`src/rtl/seq_multiplier.sv`:
```
// seq_multiplier: N-iteration shift-add unsigned multiplier with start/busy/done handshake.
module seq_multiplier #(
    parameter int N = 8
) (
    input  logic           clk,
    input  logic           reset,
    input  logic           start,
    input  logic [N-1:0]   multiplicand,
    input  logic [N-1:0]   multiplier,
    output logic [2*N-1:0] result,
    output logic           busy,
    output logic           done
);
    localparam int CW = $clog2(N + 1);
    typedef enum logic [1:0] {IDLE, BUSY, DONE} state_t;
    state_t         state_q, state_d;
    logic [CW-1:0]  cnt_q, cnt_d;
    logic [2*N-1:0] mcand_q, mcand_d, acc_q, acc_d, result_q, result_d;
    logic [N-1:0]   mplier_q, mplier_d;
    logic           busy_q, busy_d, done_q, done_d;
    always_comb begin
        state_d  = state_q;
        cnt_d    = cnt_q;
        mcand_d  = mcand_q;
        mplier_d = mplier_q;
        acc_d    = acc_q;
        result_d = result_q;
        case (state_q)
            IDLE: if (start) begin
                mcand_d  = {{N{1'b0}}, multiplicand};
                mplier_d = multiplier;
                acc_d    = '0;
                cnt_d    = CW'(N);
                state_d  = BUSY;
            end
            BUSY: begin
                // multiplicand walks left while the multiplier is consumed LSB-first
                acc_d    = acc_q + (mplier_q[0] ? mcand_q : '0);
                mcand_d  = mcand_q << 1;
                mplier_d = mplier_q >> 1;
                cnt_d    = cnt_q - CW'(1);
                if (cnt_q == CW'(1)) begin
                    state_d  = DONE;
                    result_d = acc_d;
                end
            end
            DONE:    state_d = IDLE;
            default: state_d = IDLE;
        endcase
        busy_d = state_d != IDLE;
        done_d = state_d == DONE;
    end
    always_ff @(posedge clk or negedge reset) begin
        if (!reset) begin
            state_q  <= IDLE;
            cnt_q    <= '0;
            mcand_q  <= '0;
            mplier_q <= '0;
            acc_q    <= '0;
            result_q <= '0;
            busy_q   <= 1'b0;
            done_q   <= 1'b0;
        end else begin
            state_q  <= state_d;
            cnt_q    <= cnt_d;
            mcand_q  <= mcand_d;
            mplier_q <= mplier_d;
            acc_q    <= acc_d;
            result_q <= result_d;
            busy_q   <= busy_d;
            done_q   <= done_d;
        end
    end
    assign result = result_q;
    assign busy   = busy_q;
    assign done   = done_q;
endmodule

```
`config.mk`:
```
export PLATFORM = sky130hd
export DESIGN_NAME = seq_multiplier
export DESIGN_NICKNAME = d
export VERILOG_FILES = /design/src/rtl/seq_multiplier.sv
export SDC_FILE = /design/constraint.sdc
export NUM_CORES = 1
export LEC_CHECK = 0
export BUFFER_PORTS_ARGS = -buffer_cell sky130_fd_sc_hd__buf_2
export CORE_MARGIN = 2
export CORE_UTILIZATION = 35
export CTS_BUF_LIST = sky130_fd_sc_hd__clkbuf_4 sky130_fd_sc_hd__clkbuf_8 sky130_fd_sc_hd__clkbuf_16
export CTS_CLUSTER_SIZE = 28
export DETAILED_ROUTE_END_ITERATION = 8
export GPL_ROUTABILITY_DRIVEN = 1
export MAX_ROUTING_LAYER = met4
export PLACE_DENSITY = 0.5
export SKIP_CTS_REPAIR_TIMING = 1
export SYNTH_ARGS = -nofsm -noshare
export SYNTH_HDL_FRONTEND = slang
export SYNTH_SLANG_ARGS = --single-unit
```
`constraint.sdc`:
```
create_clock -name clk -period 4.7 [get_ports clk]
set_input_delay 0.235 -clock clk [delete_from_list [all_inputs] [get_ports clk]]
set_output_delay 0.235 -clock clk [all_outputs]
set_load 0.02 [all_outputs]
```
==> impl_metrics.json, run 1 <==
{
  "dieArea_um2": 11000,
  "synth_nets": 403,
  "finalPower_mw": 2.87,
  "hold_viol_final": 0,
  "final_cell_area_um2": 4100,
  "cts_buffer_depth": 2,
  "hpwl_um": 5860,
  "critPathArrivalTime_ns": 2.84,
  "timing.final.crit_share_pct": 55.8,
  "register_area_um2": 1600,
  "area_delta_synth_final_pct": 14.7,
  "holdWs_ns": 0.0476,
  "fin_ws_ns": 2.08,
  "ant_nets": 0,
  "synthTopCellsByArea": "dfrtp_1 (45%), ha_1 (5.9%), nand2_1 (5.6%)",
  "grt_pass1_wl_um": 13900,
  "rsz0062_at_grt": "false",
  "cp-end-kind": "flip-flop",
  "status": "finished, final reports clean",
  "power_density_nw_per_um2": 699,
  "slew_viol_final": 0,
  "gp_congestion": 0.816,
  "yosysWarnings": 0,
  "post_dp_cell_area_um2": 3870,
  "num_rows": 36,
  "worstSetupPathType": "reg2reg",
  "pwr-share-comb_pct": 47.6,
  "setup_tns_ns": 0,
  "synthCells": 366,
  "setup_viol": 0,
  "max_freq_ghz": 0.381,
  "coreArea_um2": 9860,
  "drc": 0,
  "place_ws_ns": 2.10,
  "synth_edf_count": 0,
  "fin_crit_ns": 2.62,
  "viasPerCell": 5.20,
  "slew_headroom_pct": 39.3,
  "synth.top_cell.area_share_pct": 44.8,
  "p_leak_nw": 1.88,
  "clock_latency_ns": 0.33,
  "cts_sinks": 64,
  "fin_util_pct": 41.6,
  "critPathLaunchType": "flip-flop",
  "cts_buffers": 9,
  "grt_use_total_pct": 16.3,
  "ys_ff_latch": 64,
  "worst_pin_slew_ns": 0.910,
  "synth-main-ff-cell": "dfrtp_1",
  "worst_clock_skew_ns": 0.00978,
  "clk_pin_slew_worst_paths_ns": 0.07,
  "clock_power_share_pct": 18.9,
  "dr.pass1.iters": 4,
  "dp.cells": 520,
  "p_seq_share_pct": 33.5,
  "routedWlPerCell_um": 15.6,
  "final_cell_count_no_fill": 536,
  "die_w_um": 105,
  "seq_area_frac_synth_pct": 44.8,
  "ioPinCount": 37,
  "cts_tree": "yes",
  "grt_pass1_vias": 2729,
  "fillers": 982,
  "overflow": 0,
  "clockRootBuffer": "clkbuf_8",
  "io_buffer_count": 36,
  "routed_wl_um": 8350,
  "initial_core_util_pct": 36.3,
  "antenna_found_initial": 0,
  "switching_share_pct": 41.8,
  "synthDistinctLibCells": 60,
  "vias": 2789,
  "power_switching_mw": 1.20,
  "vdd_drop_max_mv": 0.283,
  "crit_fanout": 17,
  "grt_max_degree": 65,
  "drt_first_iter_violations": 95,
  "num_antenna_cells": 0,
  "nets": 435,
  "fp.dieH_um": 105,
  "syn_area_per_cell_um2": 9.77,
  "drive_gt1_share_pct": 17.6,
  "hp-class": "in2async",
  "drv_cap": 0,
  "p_int_mw": 1.67,
  "required_ns": 4.91,
  "yosysTopAreaCell": "dfrtp_1",
  "cts_max_level": 3,
  "multi_input_area_um2": 1860,
  "netlist_area_um2": 3580,
  "async_flop_share_pct": 100
}
## metal layers
| layer | share of wire, % | routed length (µm) | track usage (%) | up-vias |
|---|---|---|---|---|
| met5 | 0 | 0 | - | - |
| met4 | 0.83 | 69 | 3.71 | 0 |
| met3 | 3.7 | 306 | 3.62 | 6 |
| met2 | 42 | 3500 | 23.9 | 53 |
| met1 | 54 | 4470 | 23.2 | 1321 |
| li1 | - | - | - | 1409 |
## layout by cell type (no fill, tap or decap), types with 8 or more instances in the layout
cell      netlist  final
nor2_1         10     10
dfrtp_1        64     64
nand2_1        53     53
clkbuf_8        0     11
buf_2           4     36
nand3_1         8      8
o21ai_0        32     32
ha_1           17     17
mux2i_1        13     13
a21oi_1        15     15
and2_1         17     17
inv_1           8      8
a22o_1         15     15
## sequential cells by signal, indices dropped and copies added (netlist names)
signal    flops
mcand_q      16
cnt_q         4
state_q       2
result       16
acc_q        16
done          1
mplier_q      8
busy          1
## Yosys cell counts (3+ instances only)
master,instances
xnor2_1,6
inv_1,8
ha_1,17
nor3_1,6
mux2_2,4
a21oi_1,15
o41ai_1,3
o21ai_0,32
and2_1,17
nand4_1,6
dfrtp_1,64
nand2b_1,4
a22o_1,15
or4_1,4
or3_1,3
nor2b_1,6
nand3_1,8
mux2i_1,13
o211ai_1,3
nor2_1,10
clkbuf_1,12
buf_2,4
nand2_1,53
o31ai_1,4
a211oi_1,3
## logic make-up after synthesis
| group | count (synthesis) | share of synthesized area (%) |
|---|---|---|
| compound gates | 106 | 21.0 |
| xor+xnor | 8 | 1.96 |
| fa+ha+maj | 18 | 6.51 |
| buf+inv | 28 | 3.50 |
| flops | 64 | 44.8 |
| mux | 17 | 4.90 |
| simple gates | 125 | 17.4 |
## power by group through the flow
stage                     combinational, mW  clock (mW)  sequential, mW
after floorplan                       0.989           0           0.992
after global placement                 1.35           0           0.970
after detailed placement               1.37           0           0.972
after CTS                              1.37       0.558           0.963
after global routing                   1.53       0.588           0.994
final                                  1.37       0.543           0.959
## worst max-delay path: stages (launching register included)
cell and delay [ns]:
dfrtp_1 0.51, and2_1 0.20, ha_1 0.20, fa_1 0.41, a21oi_1 0.26, o221ai_2 0.24
a21oi_2 0.30, xnor2_1 0.12, mux2_2 0.27
## worst paths after layout
path / startpoint / end / depth (start not counted) / slack, ns
setup / recovery: mplier_q[0] / result[10] / 8 / 2.08
hold / removal: reset / result[2] / 2 / 0.05
setup reg to reg: mplier_q[0] / result[10] / 8 / 2.08
hold reg to reg: result[0] / result[0] / 2 / 0.47
max in group asynchronous: reset / mplier_q[2] / 2 / 4.09
min in group clk: multiplicand[1] / mcand_q[1] / 3 / 0.19
## layout make-up
cell class,instances,share of cell area (%)
Multi-Input combinational cell,274,45.3
Sequential cell,64,39.0
Timing Repair Buffer,40,5.13
Tap cell,133,4.06
Clock buffer,11,3.69
Clock inverter,5,1.92
Inverter,9,0.824
Note: power is estimated with default switching activity, not from simulation.
==> inputs of run 2 (changes only) <==
==> constraint.sdc (replaced) <==
create_clock -name clk -period 2.5 [get_ports clk]
set_input_delay 0.125 -clock clk [delete_from_list [all_inputs] [get_ports clk]]
set_output_delay 0.125 -clock clk [all_outputs]
set_load 0.02 [all_outputs]
==> impl_metrics.json, run 2 (synthesis gave the netlist of run 1 again) <==
{
  "drt_first_iter_violations": 110,
  "fin_crit_ns": 2.42,
  "clk_pin_slew_worst_paths_ns": 0.08,
  "hpwl_um": 6150,
  "nets": 455,
  "reg2regPathDepth": 8,
  "die_w_um": 105,
  "crit_fanout": 13,
  "fillers": 959,
  "drive_gt1_share_pct": 23.6,
  "grt_pass1_wl_um": 14400,
  "layout_common_cells": "dfrtp_1 (63), nand2_1 (53), buf_2 (36)",
  "worstSetupPathType": "reg2reg",
  "max_freq_ghz": 0.414,
  "setup_tns_ns": 0,
  "overflow": 0,
  "hold_viol_final": 0,
  "clock_latency_ns": 0.35,
  "viasPerCell": 5.26,
  "drc": 0,
  "critPathArrivalTime_ns": 2.70,
  "ant_nets": 0,
  "power_switching_mw": 2.33,
  "switching_share_pct": 42.3,
  "fp.dieH_um": 105,
  "cts_tree": "yes",
  "rsz0062_at_grt": "true",
  "pwr-share-comb_pct": 50.6,
  "io_buffer_count": 36,
  "hold_path_depth": 3,
  "required_ns": 2.79,
  "worst_pin_slew_ns": 0.764,
  "power_density_nw_per_um2": 1280,
  "hp-class": "in2reg",
  "status": "finished, final reports clean",
  "routed_wl_um": 8490,
  "dieArea_um2": 11000,
  "clockRootBuffer": "clkbuf_8",
  "setup_viol": 0,
  "dr.pass1.iters": 4,
  "routedWlPerCell_um": 15.3,
  "reg2reg_to": "result[12]",
  "finalPower_mw": 5.50,
  "final_common_cell": "dfrtp_1",
  "vdd_drop_max_mv": 0.403,
  "cts_buffers": 9,
  "grt_max_degree": 65,
  "min_from": "multiplier[1]",
  "cts_max_level": 3,
  "p_int_mw": 3.17,
  "ioPinCount": 37,
  "p_seq_share_pct": 32.7,
  "grt_use_total_pct": 16.9,
  "grt_pass1_vias": 2760,
  "critPathLaunchType": "flip-flop",
  "num_rows": 36,
  "timing.final.crit_share_pct": 96.7,
  "worst_clock_skew_ns": 0.0130,
  "vias": 2924,
  "worstHoldEndpoint": "mplier_q[1]",
  "clock_power_share_pct": 16.6,
  "coreArea_um2": 9860,
  "initial_core_util_pct": 36.3,
  "drv_cap": 0,
  "r2r_start": "mplier_q[0]",
  "gp_congestion": 0.863,
  "antenna_found_initial": 0,
  "p_leak_nw": 1.96,
  "r2r_slack_ns": 0.08,
  "slew_viol_final": 0,
  "cts_buffer_depth": 2,
  "slew_headroom_pct": 48.9,
  "worstSetupStartpoint": "mplier_q[0]",
  "cts_sinks": 64,
  "area_delta_synth_final_pct": 19.8,
  "cp-end-kind": "flip-flop",
  "num_antenna_cells": 0
}
[run 2: changes by cell type in the layout (fill, tap and decap cells not counted), moves of 2 or more]
cell      previous run  this run
a21oi_1             15        12
buf_12               0         2
a21oi_2              2         5
clkbuf_8            11         9
buf_4                4        21
ha_1                17        15
ha_2                 0         2
[run 2: power by group through the flow]
stage,Clock (mW),Combinational [mW],Sequential [mW]
global placement,0,2.73,1.81
finish,0.914,2.78,1.80
CTS,0.936,2.76,1.80
global route,0.986,3.11,1.87
floorplan,0,1.86,1.87
detailed placement,0,2.76,1.82
[run 2: worst max path at each step]
| stage | cells after the start | slack, ns | to |
|---|---|---|---|
| finish | 8 | 0.08 | result[12] |
| global route | 8 | -0.03 | result[12] |
| CTS | 8 | -0.04 | result[14] |
| detailed placement | 8 | -0.009 | result[14] |
| global placement | 8 | 0.06 | result[14] |
| floorplan | 9 | 0.1 | result[10] |
[run 2: final cells by class]
class	instances	area, µm²	share of cell area (%)
Multi-Input combinational cell	274	1890	44.2
Sequential cell	64	1600	37.4
Timing Repair Buffer	60	388	9.05
Tap cell	133	166	3.88
Clock buffer	10	131	3.07
Clock inverter	6	68.8	1.61
Inverter	9	33.8	0.789
[run 2: worst max-delay path: stages (launching register included)]
cell and delay [ns]:
dfrtp_2 0.47, and2_1 0.17, ha_1 0.37, nand3_1 0.15
o221ai_2 0.35, a21oi_2 0.13, buf_4 0.16, or4_1 0.46
nand3_1 0.09
[run 2: metrics by stage]
stage,cells,setup WS (ns),hold WS [ns],instance area [µm²],util [%]
2_1_floorplan,366,0.0994,-0.171,3580,-
3_3_place_gp,539,0.0561,0.170,4040,40.9
3_5_place_dp,539,-0.00900,0.170,4040,40.9
4_1_cts,555,-0.0440,-0.209,4240,43.0
5_1_grt,556,-0.0276,0.0618,4280,43.4
6_report,556,0.0831,0.0546,4280,43.4
[run 2: per-layer routing]
layer  track usage [%]  share of wire, %  up-vias
met5                 -                 0        -
li1                  -                 -     1447
met3              4.05               4.1       16
met4              6.10               1.8        0
met2              24.1                43       63
met1              23.5                51     1398
